File: src/rtl/xsw_pkt_nm_pkg.sv
// Shared types and helpers for the packet crossbar.
package xsw_pkg;

    typedef enum logic {
        ARB_RR    = 1'b0,
        ARB_FIXED = 1'b1
    } arb_mode_e;

    typedef enum logic {
        ST_IDLE = 1'b0,
        ST_LOCK = 1'b1
    } out_state_e;

    // clog2 that never returns 0, so single-entry indices stay 1 bit wide
    function automatic int clog2_safe(input int v);
        return (v <= 2) ? 1 : $clog2(v);
    endfunction

endpackage

File: src/rtl/xsw_pkt_nm_if.sv
// Crossbar bus: N input ports (vld/dat/lst/dst -> gnt) and M output ports
// (vld/dat/lst/src -> gnt). slave is the switch view, master the environment.
interface xsw_pkt_nm_if
    import xsw_pkg::*;
#(
    parameter int N  = 2,
    parameter int M  = 2,
    parameter int DW = 8
);
    localparam int IW = clog2_safe(M);
    localparam int SW = clog2_safe(N);

    logic [N-1:0]          vld_i;
    logic [N-1:0][DW-1:0]  dat_i;
    logic [N-1:0]          lst_i;
    logic [N-1:0][IW-1:0]  dst_i;
    logic [N-1:0]          gnt_i;

    logic [M-1:0]          vld_o;
    logic [M-1:0][DW-1:0]  dat_o;
    logic [M-1:0]          lst_o;
    logic [M-1:0][SW-1:0]  src_o;
    logic [M-1:0]          gnt_o;

    modport master (
        output vld_i, dat_i, lst_i, dst_i, gnt_o,
        input  gnt_i, vld_o, dat_o, lst_o, src_o
    );

    modport slave (
        input  vld_i, dat_i, lst_i, dst_i, gnt_o,
        output gnt_i, vld_o, dat_o, lst_o, src_o
    );

endinterface

File: src/rtl/xsw_pkt_nm_arb.sv
// Per-output arbiter: picks one requesting input in IDLE, then locks onto
// that owner until its last flit transfers so packets never interleave.
module xsw_pkt_arb
    import xsw_pkg::*;
#(
    parameter  int N   = 2,
    parameter  int ARB = 0,
    localparam int SW  = clog2_safe(N)
) (
    input  logic          clk,
    input  logic          rst,
    input  logic [N-1:0]  req,
    input  logic [N-1:0]  lst,
    input  logic          acc,
    output logic [N-1:0]  gnt,
    output logic          win_vld,
    output logic [SW-1:0] win_idx
);

    out_state_e    state;
    logic [SW-1:0] owner;
    logic [SW-1:0] ptr;
    logic          xfer;

    // Winner select: owner when locked, else first requester from ptr upward
    always_comb begin
        int idx;
        win_vld = 1'b0;
        win_idx = '0;
        idx     = 0;
        if (state == ST_LOCK) begin
            win_vld = req[owner];
            win_idx = owner;
        end else begin
            // walk backwards so the closest requester to ptr is assigned last
            for (int k = N-1; k >= 0; k--) begin
                idx = (int'(ptr) + k) % N;
                if (req[idx]) begin
                    win_vld = 1'b1;
                    win_idx = SW'(idx);
                end
            end
        end
        if (rst) win_vld = 1'b0;
    end

    assign xfer = win_vld && acc;

    // Grant is the winner one-hot, only when the output path takes the flit
    always_comb begin
        gnt = '0;
        if (xfer) gnt[win_idx] = 1'b1;
    end

    // Output FSM: lock on a non-last flit, release on the last one
    always_ff @(posedge clk) begin
        if (rst) begin
            state <= ST_IDLE;
            owner <= '0;
        end else if (xfer) begin
            if (lst[win_idx]) begin
                state <= ST_IDLE;
            end else begin
                state <= ST_LOCK;
                owner <= win_idx;
            end
        end
    end

    if (ARB == int'(ARB_RR)) begin : g_rr
        logic [SW-1:0] ptr_q;
        // Round-robin pointer advances past the owner only when a packet ends
        always_ff @(posedge clk) begin
            if (rst) begin
                ptr_q <= '0;
            end else if (xfer && lst[win_idx]) begin
                ptr_q <= (int'(win_idx) == N-1) ? '0 : win_idx + 1'b1;
            end
        end
        assign ptr = ptr_q;
    end else begin : g_fixed
        // fixed priority: search always starts at input 0
        assign ptr = '0;
    end

endmodule

File: src/rtl/xsw_pkt_nm.sv
// N x M packet crossbar with per-output wormhole locking.
// Define XSW_PKT_NM_OUT_SLICE_EN to add a one-entry register slice on each
// output (1-cycle latency, full throughput); otherwise outputs are
// combinational with gnt_i derived directly from gnt_o.
module xsw_pkt_nm
    import xsw_pkg::*;
#(
    parameter int N   = 2,
    parameter int M   = 2,
    parameter int DW  = 8,
    parameter int ARB = 0
) (
    input  logic        clk,
    input  logic        rst,
    xsw_pkt_nm_if.slave bus
);

    localparam int IW = clog2_safe(M);
    localparam int SW = clog2_safe(N);

    logic [M-1:0][N-1:0]  req;
    logic [M-1:0][N-1:0]  agnt;
    logic [M-1:0]         win_vld;
    logic [M-1:0][SW-1:0] win_idx;
    logic [M-1:0]         acc;
    logic [N-1:0]         gnt_or;

    logic [M-1:0]         o_vld;
    logic [M-1:0][DW-1:0] o_dat;
    logic [M-1:0]         o_lst;
    logic [M-1:0][SW-1:0] o_src;

    // Requests per output; out-of-range destinations match no output
    always_comb begin
        req = '0;
        for (int j = 0; j < M; j++) begin
            for (int i = 0; i < N; i++) begin
                req[j][i] = bus.vld_i[i] && (int'(bus.dst_i[i]) == j);
            end
        end
    end

    // An input requests only one output, so OR-ing the per-output grants is safe
    always_comb begin
        gnt_or = '0;
        for (int j = 0; j < M; j++) gnt_or = gnt_or | agnt[j];
    end

    assign bus.gnt_i = gnt_or;
    assign bus.vld_o = o_vld;
    assign bus.dat_o = o_dat;
    assign bus.lst_o = o_lst;
    assign bus.src_o = o_src;

    for (genvar j = 0; j < M; j++) begin : g_out
        xsw_pkt_arb #(
            .N   (N),
            .ARB (ARB)
        ) u_arb (
            .clk     (clk),
            .rst     (rst),
            .req     (req[j]),
            .lst     (bus.lst_i),
            .acc     (acc[j]),
            .gnt     (agnt[j]),
            .win_vld (win_vld[j]),
            .win_idx (win_idx[j])
        );

`ifdef XSW_PKT_NM_OUT_SLICE_EN
        logic          vld_r;
        logic [DW-1:0] dat_r;
        logic          lst_r;
        logic [SW-1:0] src_r;

        // slice takes a new flit whenever it is empty or draining this cycle
        assign acc[j] = !vld_r || bus.gnt_o[j];

        // One-entry output slice
        always_ff @(posedge clk) begin
            if (rst) begin
                vld_r <= 1'b0;
                dat_r <= '0;
                lst_r <= 1'b0;
                src_r <= '0;
            end else if (acc[j]) begin
                vld_r <= win_vld[j];
                if (win_vld[j]) begin
                    dat_r <= bus.dat_i[win_idx[j]];
                    lst_r <= bus.lst_i[win_idx[j]];
                    src_r <= win_idx[j];
                end
            end
        end

        assign o_vld[j] = vld_r;
        assign o_dat[j] = dat_r;
        assign o_lst[j] = lst_r;
        assign o_src[j] = src_r;
`else
        // pass-through: valid never looks at gnt_o, grant follows gnt_o
        assign acc[j]   = bus.gnt_o[j];
        assign o_vld[j] = win_vld[j];
        assign o_dat[j] = win_vld[j] ? bus.dat_i[win_idx[j]] : '0;
        assign o_lst[j] = win_vld[j] ? bus.lst_i[win_idx[j]] : 1'b0;
        assign o_src[j] = win_vld[j] ? win_idx[j] : '0;
`endif
    end

`ifndef SYNTHESIS
    logic [N-1:0]          hold_q;
    logic [N-1:0]          mid_q;
    logic [N-1:0][IW-1:0]  dst_q;
    logic [N-1:0][IW-1:0]  pdst_q;
    logic [N-1:0][DW-1:0]  dat_q;

    // Track stalled inputs and open packets for the protocol checks below
    always_ff @(posedge clk) begin
        if (rst) begin
            hold_q <= '0;
            mid_q  <= '0;
            dst_q  <= '0;
            pdst_q <= '0;
            dat_q  <= '0;
        end else begin
            dst_q <= bus.dst_i;
            dat_q <= bus.dat_i;
            for (int i = 0; i < N; i++) begin
                hold_q[i] <= bus.vld_i[i] && !gnt_or[i];
                if (bus.vld_i[i] && gnt_or[i]) begin
                    mid_q[i]  <= !bus.lst_i[i];
                    pdst_q[i] <= bus.dst_i[i];
                end
            end
        end
    end

    // Grant sanity and input stability checks
    always_ff @(posedge clk) begin
        if (!rst) begin
            for (int j = 0; j < M; j++) begin
                assert ($onehot0(agnt[j]));
            end
            for (int i = 0; i < N; i++) begin
                assert (!(gnt_or[i] && int'(bus.dst_i[i]) >= M));
                assert (!(hold_q[i] && bus.vld_i[i]) ||
                        (bus.dst_i[i] == dst_q[i] && bus.dat_i[i] == dat_q[i]));
                assert (!(mid_q[i] && bus.vld_i[i]) || bus.dst_i[i] == pdst_q[i]);
            end
        end
    end
`endif

endmodule

File: src/flat_wrapper.sv
// flat-port wrapper written by rule: the top's interface ports become plain ports
module xsw_pkt_nm_flat import xsw_pkg::*;
#(
    parameter int N   = 2,
    parameter int M   = 2,
    parameter int DW  = 8,
    parameter int ARB = 0
)
  (clk, rst, bus_vld_i, bus_dat_i, bus_lst_i, bus_dst_i, bus_gnt_o, bus_gnt_i, bus_vld_o, bus_dat_o, bus_lst_o, bus_src_o);
  xsw_pkt_nm_if #(.N(N), .M(M), .DW(DW)) bus_i ();
  input  logic clk;
  input  logic rst;
  input wire logic [$bits(bus_i.vld_i)-1:0] bus_vld_i;
  input wire logic [$bits(bus_i.dat_i)-1:0] bus_dat_i;
  input wire logic [$bits(bus_i.lst_i)-1:0] bus_lst_i;
  input wire logic [$bits(bus_i.dst_i)-1:0] bus_dst_i;
  input wire logic [$bits(bus_i.gnt_o)-1:0] bus_gnt_o;
  output wire logic [$bits(bus_i.gnt_i)-1:0] bus_gnt_i;
  output wire logic [$bits(bus_i.vld_o)-1:0] bus_vld_o;
  output wire logic [$bits(bus_i.dat_o)-1:0] bus_dat_o;
  output wire logic [$bits(bus_i.lst_o)-1:0] bus_lst_o;
  output wire logic [$bits(bus_i.src_o)-1:0] bus_src_o;
  assign bus_i.vld_i = bus_vld_i;
  assign bus_i.dat_i = bus_dat_i;
  assign bus_i.lst_i = bus_lst_i;
  assign bus_i.dst_i = bus_dst_i;
  assign bus_i.gnt_o = bus_gnt_o;
  assign bus_gnt_i = bus_i.gnt_i;
  assign bus_vld_o = bus_i.vld_o;
  assign bus_dat_o = bus_i.dat_o;
  assign bus_lst_o = bus_i.lst_o;
  assign bus_src_o = bus_i.src_o;
  xsw_pkt_nm #(.N(N), .M(M), .DW(DW), .ARB(ARB)) u_core (.clk(clk), .rst(rst), .bus(bus_i));
endmodule
File: config.mk
export PLATFORM = sky130hd
export DESIGN_NAME = xsw_pkt_nm_flat
export DESIGN_NICKNAME = d
export VERILOG_FILES = /design/src/rtl/xsw_pkt_nm_pkg.sv /design/src/rtl/xsw_pkt_nm_if.sv /design/src/rtl/xsw_pkt_nm_arb.sv /design/src/rtl/xsw_pkt_nm.sv /design/src/flat_wrapper.sv
export SDC_FILE = /design/constraint.sdc
export NUM_CORES = 1
export LEC_CHECK = 0
export ABC_AREA = 1
export CAP_MARGIN = 20
export CORE_MARGIN = 1.5
export CORE_UTILIZATION = 35
export DETAILED_ROUTE_END_ITERATION = 7
export PLACE_DENSITY = 0.74
export SLEW_MARGIN = 25
export SYNTH_ARGS = -nofsm -noshare
export SYNTH_HDL_FRONTEND = slang
export SYNTH_HIERARCHICAL = 1
export SYNTH_SLANG_ARGS = --single-unit
export TNS_END_PERCENT = 5
File: constraint.sdc
create_clock -name clk -period 1.2 [get_ports clk]
set_input_delay 0.12 -clock clk [delete_from_list [all_inputs] [get_ports clk]]
set_output_delay 0.12 -clock clk [all_outputs]
set_load 0.05 [all_outputs]
* Word level (Yosys, flattened, before mapping)
Index checks and enable logic that the tools add are counted.
** Word-level totals
- Register bits :: 6
- Output and inout port bits :: 24
- Logic and storage cells :: 91
** Cells by class
- Add/subtract/negate cells :: 4
- $lt $le $gt $ge :: 10
- Mux-type cells :: 52
- Bitwise gates (word level) :: 7
- Reductions and logical operators :: 12
** Operator list (number)
- 8-bit two-way mux :: 6
- 1-bit two-way mux :: 42
- 1-bit by 2-bit < comparator with 1-bit output, second input constant :: 6
- 1-bit logical AND :: 10
- 2-bit by 3-bit < comparator with 1-bit output, second input constant :: 2
- 1-bit adder, second input constant :: 4
- 2-bit two-way mux :: 2
- 1-bit NOT :: 4
- 2-bit AND reduction :: 2
- 1-bit bitwise AND, first input constant :: 2
- 1-bit demux with 1-bit select :: 2
- 1-bit >= comparator, second input constant :: 2
- 2-bit OR :: 1

* Depth between registers and ports, before layout
Gate-level depths: netlist of the first run.
- Depth in word-level cells :: 14
- Mapped depth :: 11
- Mapped depth without buffers :: 11

* Cells and area by module
Netlist of the first run, hierarchy kept.
** By module, submodules not included
- xsw_pkt_arb :: times used 2, cells each 38, area each 254.0 sq um, seq. area each 60.1 sq um
- xsw_pkt_nm :: times used 1, cells each 101, area each 434.2 sq um, seq. area each 0.0 sq um

* Worst setup path after synthesis of the first run
OpenSTA, ideal clock, no wires.
- Path kind :: register -> output
- Start :: register u_core.g_out[0].u_arb.state
- End :: output port bus_dat_o[0]
- Arrival :: 1.933 ns
- Data required time :: 1.080 ns
- Path slack :: -0.853 ns
- Cell stages (with the launch flop) :: 9
- Cells stage by stage :: dfxtp_1 nand2_2 nand2_2 nand2_2 nand2_4 inv_1 buf_2 nand2_1 nor2_1
** Between the ends
- Elaborated cells on any way between the ends :: 6
- Those cells by class :: mux: 6
** RTL lines
- start: declaration :: line xsw_pkt_nm_arb.sv:20 : out_state_e state;
- start signal: assignment :: line xsw_pkt_nm_arb.sv:58 : state <= ST_IDLE;
- start signal: assignment :: line xsw_pkt_nm_arb.sv:62 : state <= ST_IDLE;
- start signal: assignment :: line xsw_pkt_nm_arb.sv:64 : state <= ST_LOCK;
- 1-bit two-way mux :: line xsw_pkt_nm_arb.sv:31 : if (state == ST_LOCK) begin
- 1-bit two-way mux :: line xsw_pkt_nm_arb.sv:44 : if (rst) win_vld = 1'b0;
- net bus_vld_o[0] :: line flat_wrapper.sv:19 : output wire logic [$bits(bus_i.vld_o)-1:0] bus_vld_o;
- 8-bit two-way mux :: line xsw_pkt_nm.sv:104 : assign o_dat[j] = win_vld[j] ? bus.dat_i[win_idx[j]] : '0;
- end: declaration :: line flat_wrapper.sv:20 : output wire logic [$bits(bus_i.dat_o)-1:0] bus_dat_o;
The timed path passes the listed nets, and every way through them passes these cells. The select of a mux whose other input is x is not followed.

* Final worst setup path of the first run
- Start :: register u_core.g_out[0].u_arb.owner
- End :: output port bus_lst_o[0]
** Between the ends
- Word-level cells in the longest chain between the ends :: 5
- Elaborated cells on any way between the ends :: 8
- Those cells by class :: mux: 8
** Ends and longest elaborated chain
- start: declaration :: line xsw_pkt_nm_arb.sv:21 : logic [SW-1:0] owner;
- start signal: assignment :: line xsw_pkt_nm_arb.sv:65 : owner <= win_idx;
- 1-bit two-way mux (implied by the code) (2 in a row) :: line xsw_pkt_nm_arb.sv:32 : win_vld = req[owner];
- 1-bit two-way mux :: line xsw_pkt_nm_arb.sv:31
- 1-bit two-way mux :: line xsw_pkt_nm_arb.sv:44
- 1-bit two-way mux (*) :: line xsw_pkt_nm.sv:105 : assign o_lst[j] = win_vld[j] ? bus.lst_i[win_idx[j]] : 1'b0;
- end: declaration :: line flat_wrapper.sv:21 : output wire logic [$bits(bus_i.lst_o)-1:0] bus_lst_o;
Mark *: on every way between the ends. The rest lies on a longest branch, timed or not. The select of a mux whose other input is x is not followed.

==> results.cfg, run 1 <==
[outcome]
status = finished, violations left
violations = setup timing

[drt]
remaining_drc_errors = 0
drt_iter0_markers = 34
totalWireLength_um = 4580
ant_nets = 0
num_vias = 1392
wl_per_cell_um = 16.4
via_per_inst = 4.97
dr.pass1.iters = 4

[placement]
hpwl_um = 2520
io_buffer_count = 49
place.gp.congestion = 0.852
dp_slack_ns = -0.615

[layout]
final_util = 0.895
drive_gt1_frac = 0.560
antenna-diode-count = 0
area_growth_pct = 140
fin_nets = 278

[setup_path]
crit_chain = inv_2 -> nand2_4 -> nand2_2 -> nand2_2 -> nand2_4 -> clkinvlp_4 -> nand2_2 -> nor2_4 -> buf_12
required_ns = 1.08
crit_buf_inv = 3
cpMostUsedCell = nand2_2
r2r_start = u_core/g_out[0].u_arb/g_rr.ptr_q$_SDFFE_PP0P_
reg2reg_slack_ns = -0.32
cp_slowest_stage_delay_ns = 0.36
crit_fanout = 6
crit_family = simple AND/OR/NAND/NOR gates
slowest_stage = dfxtp_4
reg2regPathDepth = 12
endpoint_kind = output port
start_kind = register
arrival_ns = 1.58
reg2reg_to = u_core/g_out[0].u_arb/owner$_SDFFE_PP0P_
path_class = reg -> out

[synthesis]
synth_compound_area_frac = 0.0319
synth_xor_area_frac = 0
yosysUniqueCellTypes = 16
synth_area_per_cell_um2 = 5.32
synth_top_family_by_area = simple AND/OR/NAND/NOR gates
synthesis.nets = 203
seq_area_frac_synth = 0.127
synthMuxAreaShare = 0
ys_seq_elements = 6
synth-adder-area-share = 0
synthCells = 177
ys_warn_count = 6
netlist_area_um2 = 942
synthSimpleGateAreaFrac = 0.627

[global_routing]
grt_pass1_vias = 1444
antenna_found_initial = 0
grt_overflow = 0
globalRouteTotalUtil = 0.325
grt_max_degree = 22
grt_pass1_wl_um = 6890

[sta]
timing.fmax_mhz = 588
slew_violations = 0
worst_pin_slew_ns = 0.245
setup_ws_ns = -0.501
worst_clock_skew_ns = 0.0000916
grt_setup_unrepaired = yes
max-slew-margin-rel = 0.836
final-hold-violation-count = 0
fin_crit_ns = 1.70
setup_violations = 30
fin_crit_sh = 1.42
tns_ns = -11.90

[cts]
clk_pin_slew_ns = 0.04
clock_sinks = 6
worstSkewPairLatency_ns = 0.24
max-clock-path-buffers = 2
cts_tree = built
postCtsHoldBufs = 0
cts_root_buffer = clkbuf_4
cts_buffers = 3
h-tree-depth = 1

[power]
peakVddDrop_mv = 0.730
leakage_nw = 1.03
p_total_w = 0.00130
power_density_nw_per_um2 = 574

[floorplanning]
dieArea_um2 = 3010
std_cell_rows = 18
die_h_um = 54.9
dieWidth_um = 54.9
start_util = 0.374
pin_count = 50
core-area_um2 = 2520

[job]
cap_viol_max_count = 0

[hold_path]
min_path_cells = 3
hold_path_end = u_core/g_out[0].u_arb/owner$_SDFFE_PP0P_
hold_class = in -> reg
min_from = rst
[per-layer routing]
metal  vias to the layer above  track usage  routed length (um)
li1                        659            -                   -
met1                       654        0.364                1750
met2                        65        0.581                2470
met3                        14       0.0874                 231
met4                         0        0.113                 129
met5                         -            0                   0
[flip-flops by register name, indices dropped and copies added, names as in the netlist]
signal	flops
u_core/g_out.u_arb/state	2
u_core/g_out.u_arb/owner	2
u_core/g_out.u_arb/g_rr.ptr_q	2
[worst register-to-register path, stage by stage (launching register included)]
cell and delay (ns):
dfxtp_1 0.36, inv_2 0.06, nand2_2 0.09, nand2_4 0.08, nand2_8 0.09, buf_6 0.14, buf_8 0.14, buf_4 0.13
nand2_2 0.05, nand2_1 0.08, nand2_2 0.07, nand2_1 0.08, a21oi_2 0.05
[cells in the final DEF, fill, tap and decap left out, drive strengths merged]
cell type,synthesis,routed
inv,33,29
nand2,72,72
buf,6,48
dfxtp,6,6
nor2,44,44
or2,2,2
a21oi,6,6
clkdlybuf4s50,0,20
bufbuf,0,1
nand3,8,8
dlygate4sd2,0,5
clkbuf,0,3
clkinvlp,0,6
[report_power, final]
group          switching [W]  internal, W  total, W
sequential        0.00000921     0.000202  0.000211
combinational       0.000495     0.000407  0.000902
clock              0.0000700     0.000113  0.000183
[stage by stage]
step                      cells  hold WS, ns  area, um2
final                       280        0.444       2260
after floorplan             177        0.182       1130
after global placement      265        0.454       1940
after detailed placement    265        0.467       1940
after global routing        280        0.446       2260
after CTS                   281        0.437       2240
[area by class of cell]
| type | count | area [um2] |
|---|---|---|
| timing repair inverter | 2 | 15.0 |
| fill | 108 | 265 |
| sequential | 6 | 133 |
| clock buffer | 3 | 22.5 |
| timing repair buffer | 74 | 988 |
| multi-input combinational | 132 | 917 |
| inverter | 33 | 144 |
| tap | 30 | 37.5 |
[Yosys cell counts]
master / number / share of area
dfxtp_1: 6 / 0.13
nand3_1: 8 / 0.042
or2_2: 2 / 0.013
buf_12: 2 / 0.042
inv_2: 2 / 0.0080
a21oi_1: 6 / 0.032
buf_2: 2 / 0.011
buf_6: 2 / 0.024
nand2_1: 58 / 0.23
nand2_2: 10 / 0.066
nor2_8: 2 / 0.042
inv_4: 2 / 0.013
nor2_4: 2 / 0.024
nand2_4: 4 / 0.048
inv_1: 29 / 0.12
nor2_1: 40 / 0.16
[cells by family after synthesis]
| family | Yosys count |
|---|---|
| compound gates | 6 |
| buf+inv | 39 |
| flops | 6 |
| simple gates | 126 |
[how the worst max path moves through the flow]
stage	slack, ns	start	depth (start not counted)	to
final	-0.50	u_core/g_out[0].u_arb/owner$_SDFFE_PP0P_	9	bus_lst_o[0]
after global routing	-0.54	u_core/g_out[0].u_arb/owner$_SDFFE_PP0P_	9	bus_dat_o[2]
after CTS	-0.44	u_core/g_out[0].u_arb/state$_SDFFE_PP0P_	9	bus_src_o[0]
after detailed placement	-0.62	bus_vld_i[1]	11	bus_dat_o[3]
after global placement	-0.55	bus_vld_i[1]	11	bus_dat_o[7]
after floorplan	-0.32	u_core/g_out[1].u_arb/state$_SDFFE_PP0P_	8	bus_src_o[1]
[repair_timing]
item,CTS,global route
gates resized for setup,47,17
cloned,4,0
endpoints found under the setup margin,30,30
pin swaps,15,17
buffers inserted,10,0
Power figures use the tool's default switching activity.
==> run 2, diff against run 1 <==
==> constraint.sdc (replaced) <==
create_clock -name clk -period 1.2 [get_ports clk]
set_input_delay 0.12 -clock clk [delete_from_list [all_inputs] [get_ports clk]]
set_output_delay 0.12 -clock clk [all_outputs]
set_load 0.01 [all_outputs]
==> results.cfg, run 2 (synthesis gave the netlist of run 1 again) <==
[outcome]
status = finished, violations left
violations = setup timing

[setup_path]
reg2regPathDepth = 11
endpoint_kind = output port
path_class = reg -> out
required_ns = 1.08
crit_fanout = 5
start_kind = register
arrival_ns = 1.47

[job]
cap_viol_max_count = 0

[cts]
h-tree-depth = 1
worstSkewPairLatency_ns = 0.25
cts_buffers = 3
cts_root_buffer = clkbuf_4
cts_tree = built
clk_pin_slew_ns = 0.04
clock_sinks = 6
max-clock-path-buffers = 2

[power]
leakage_nw = 1.00
peakVddDrop_mv = 0.625
p_clk_frac = 0.195
comb_power_share = 0.594
power.internal_w = 0.000637
p_switching_w = 0.000364
netSwitchingFraction = 0.364
power_density_nw_per_um2 = 528
p_seq_frac = 0.211

[layout]
layout_common_cells = nand2_1 (51), inv_1 (24), buf_4 (22)
design_area_um2 = 1900
final_common_cell = nand2_1
area_growth_pct = 101
drive_gt1_frac = 0.496
final_cells = 288
antenna-diode-count = 0
top_regs = u_core/g_out.u_arb/g_rr.ptr_q x2, u_core/g_out.u_arb/owner x2, u_core/g_out.u_arb/state x2
fin_nets = 286

[floorplanning]
pin_count = 50
std_cell_rows = 18
core-area_um2 = 2520
start_util = 0.374
die_h_um = 54.9
dieWidth_um = 54.9
dieArea_um2 = 3010

[global_routing]
grt_pass1_vias = 1217
antenna_found_initial = 0
globalRouteTotalUtil = 0.228
grt_max_degree = 12
grt_pass1_wl_um = 4880
grt_overflow = 0

[drt]
dr.pass1.iters = 4
ant_nets = 0
num_vias = 1274
via_per_inst = 4.42
wl_per_cell_um = 11.3
remaining_drc_errors = 0
drt_iter0_markers = 15
totalWireLength_um = 3240

[sta]
slew_violations = 0
tns_ns = -7.65
timing.fmax_mhz = 630
final-hold-violation-count = 0
setup_ws_ns = -0.388
worst_pin_slew_ns = 0.173
max-slew-margin-rel = 0.885
fin_crit_ns = 1.59
grt_setup_unrepaired = yes
setup_violations = 29
worst_clock_skew_ns = 0.000207
fin_crit_sh = 1.32
whs_ns = 0.467

[placement]
placed_area_um2 = 1660
io_buffer_count = 49
place.gp.congestion = 0.799
placed_cells = 271
hpwl_um = 2110

[hold_path]
hold_class = reg -> reg
min_path_cells = 2
-- run 2: final cells by class --
| cell class | instances | area [um2] |
|---|---|---|
| timing repair buffer | 84 | 827 |
| fill | 195 | 624 |
| multi-input combinational | 132 | 752 |
| inverter | 33 | 131 |
| clock buffer | 3 | 22.5 |
| sequential | 6 | 128 |
| tap | 30 | 37.5 |
-- run 2: power by group through the flow --
stage                     Combinational, W  Clock (W)  Sequential [W]
after floorplan                   0.000261          0        0.000215
after global placement            0.000497          0        0.000215
after detailed placement          0.000502          0        0.000215
after CTS                         0.000571   0.000204        0.000211
after global routing              0.000645   0.000208        0.000212
final                             0.000595   0.000195        0.000211
-- run 2: critical path, stage by stage, from the launching register on --
cell,delay (ns)
dfxtp_4,0.36
nand2_4,0.08
buf_12,0.11
nand2_8,0.06
buf_12,0.14
buf_16,0.13
nand2_4,0.05
nand2_2,0.05
nor2_2,0.10
buf_2,0.13
-- run 2: worst paths after layout --
| path | startpoint | end | slack (ns) |
|---|---|---|---|
| max | u_core/g_out[0].u_arb/state$_SDFFE_PP0P_ | bus_dat_o[2] | -0.39 |
| min | u_core/g_out[0].u_arb/g_rr.ptr_q$_SDFFE_PP0P_ | u_core/g_out[0].u_arb/g_rr.ptr_q$_SDFFE_PP0P_ | 0.47 |
| max reg2reg | u_core/g_out[0].u_arb/state$_SDFFE_PP0P_ | u_core/g_out[0].u_arb/owner$_SDFFE_PP0P_ | -0.19 |
| min reg2reg | u_core/g_out[0].u_arb/g_rr.ptr_q$_SDFFE_PP0P_ | u_core/g_out[0].u_arb/g_rr.ptr_q$_SDFFE_PP0P_ | 0.47 |
-- run 2: what timing repair did --
action                                  CTS  global route
resized for setup                       129            11
cloned                                    3             0
pin swaps                                16             6
endpoints found under the hold margin     0             0
hold buffers                              0             0
buffers inserted                         10             1
endpoints found under the setup margin   30            30
-- run 2: layer usage --
metal  up-vias  part of all wire  GRT usage  wire (um)
met1       559              0.38      0.226       1220
met2        38              0.55      0.454       1770
li1        674                 -          -          -
met5         -                 0          0          0
met3         3             0.067     0.0355        217
met4         0             0.011     0.0958         35
-- run 2: metrics by stage --
step / utilization / worst slack [ns] / power [W]
floorplan: - / 0.00115 / 0.000475
finish: 0.752 / -0.388 / 0.00100
detailed placement: 0.656 / -0.904 / 0.000717
global route: 0.752 / -0.457 / 0.00106
CTS: 0.734 / -0.380 / 0.000986
global placement: 0.656 / -0.856 / 0.000713
==> run 3, diff against run 2 <==
ABC_CLOCK_PERIOD_IN_PS = 1200   (was not set)
==> results of run 3 <==
The final DEF is identical to that of run 2; final timing and power are the same.
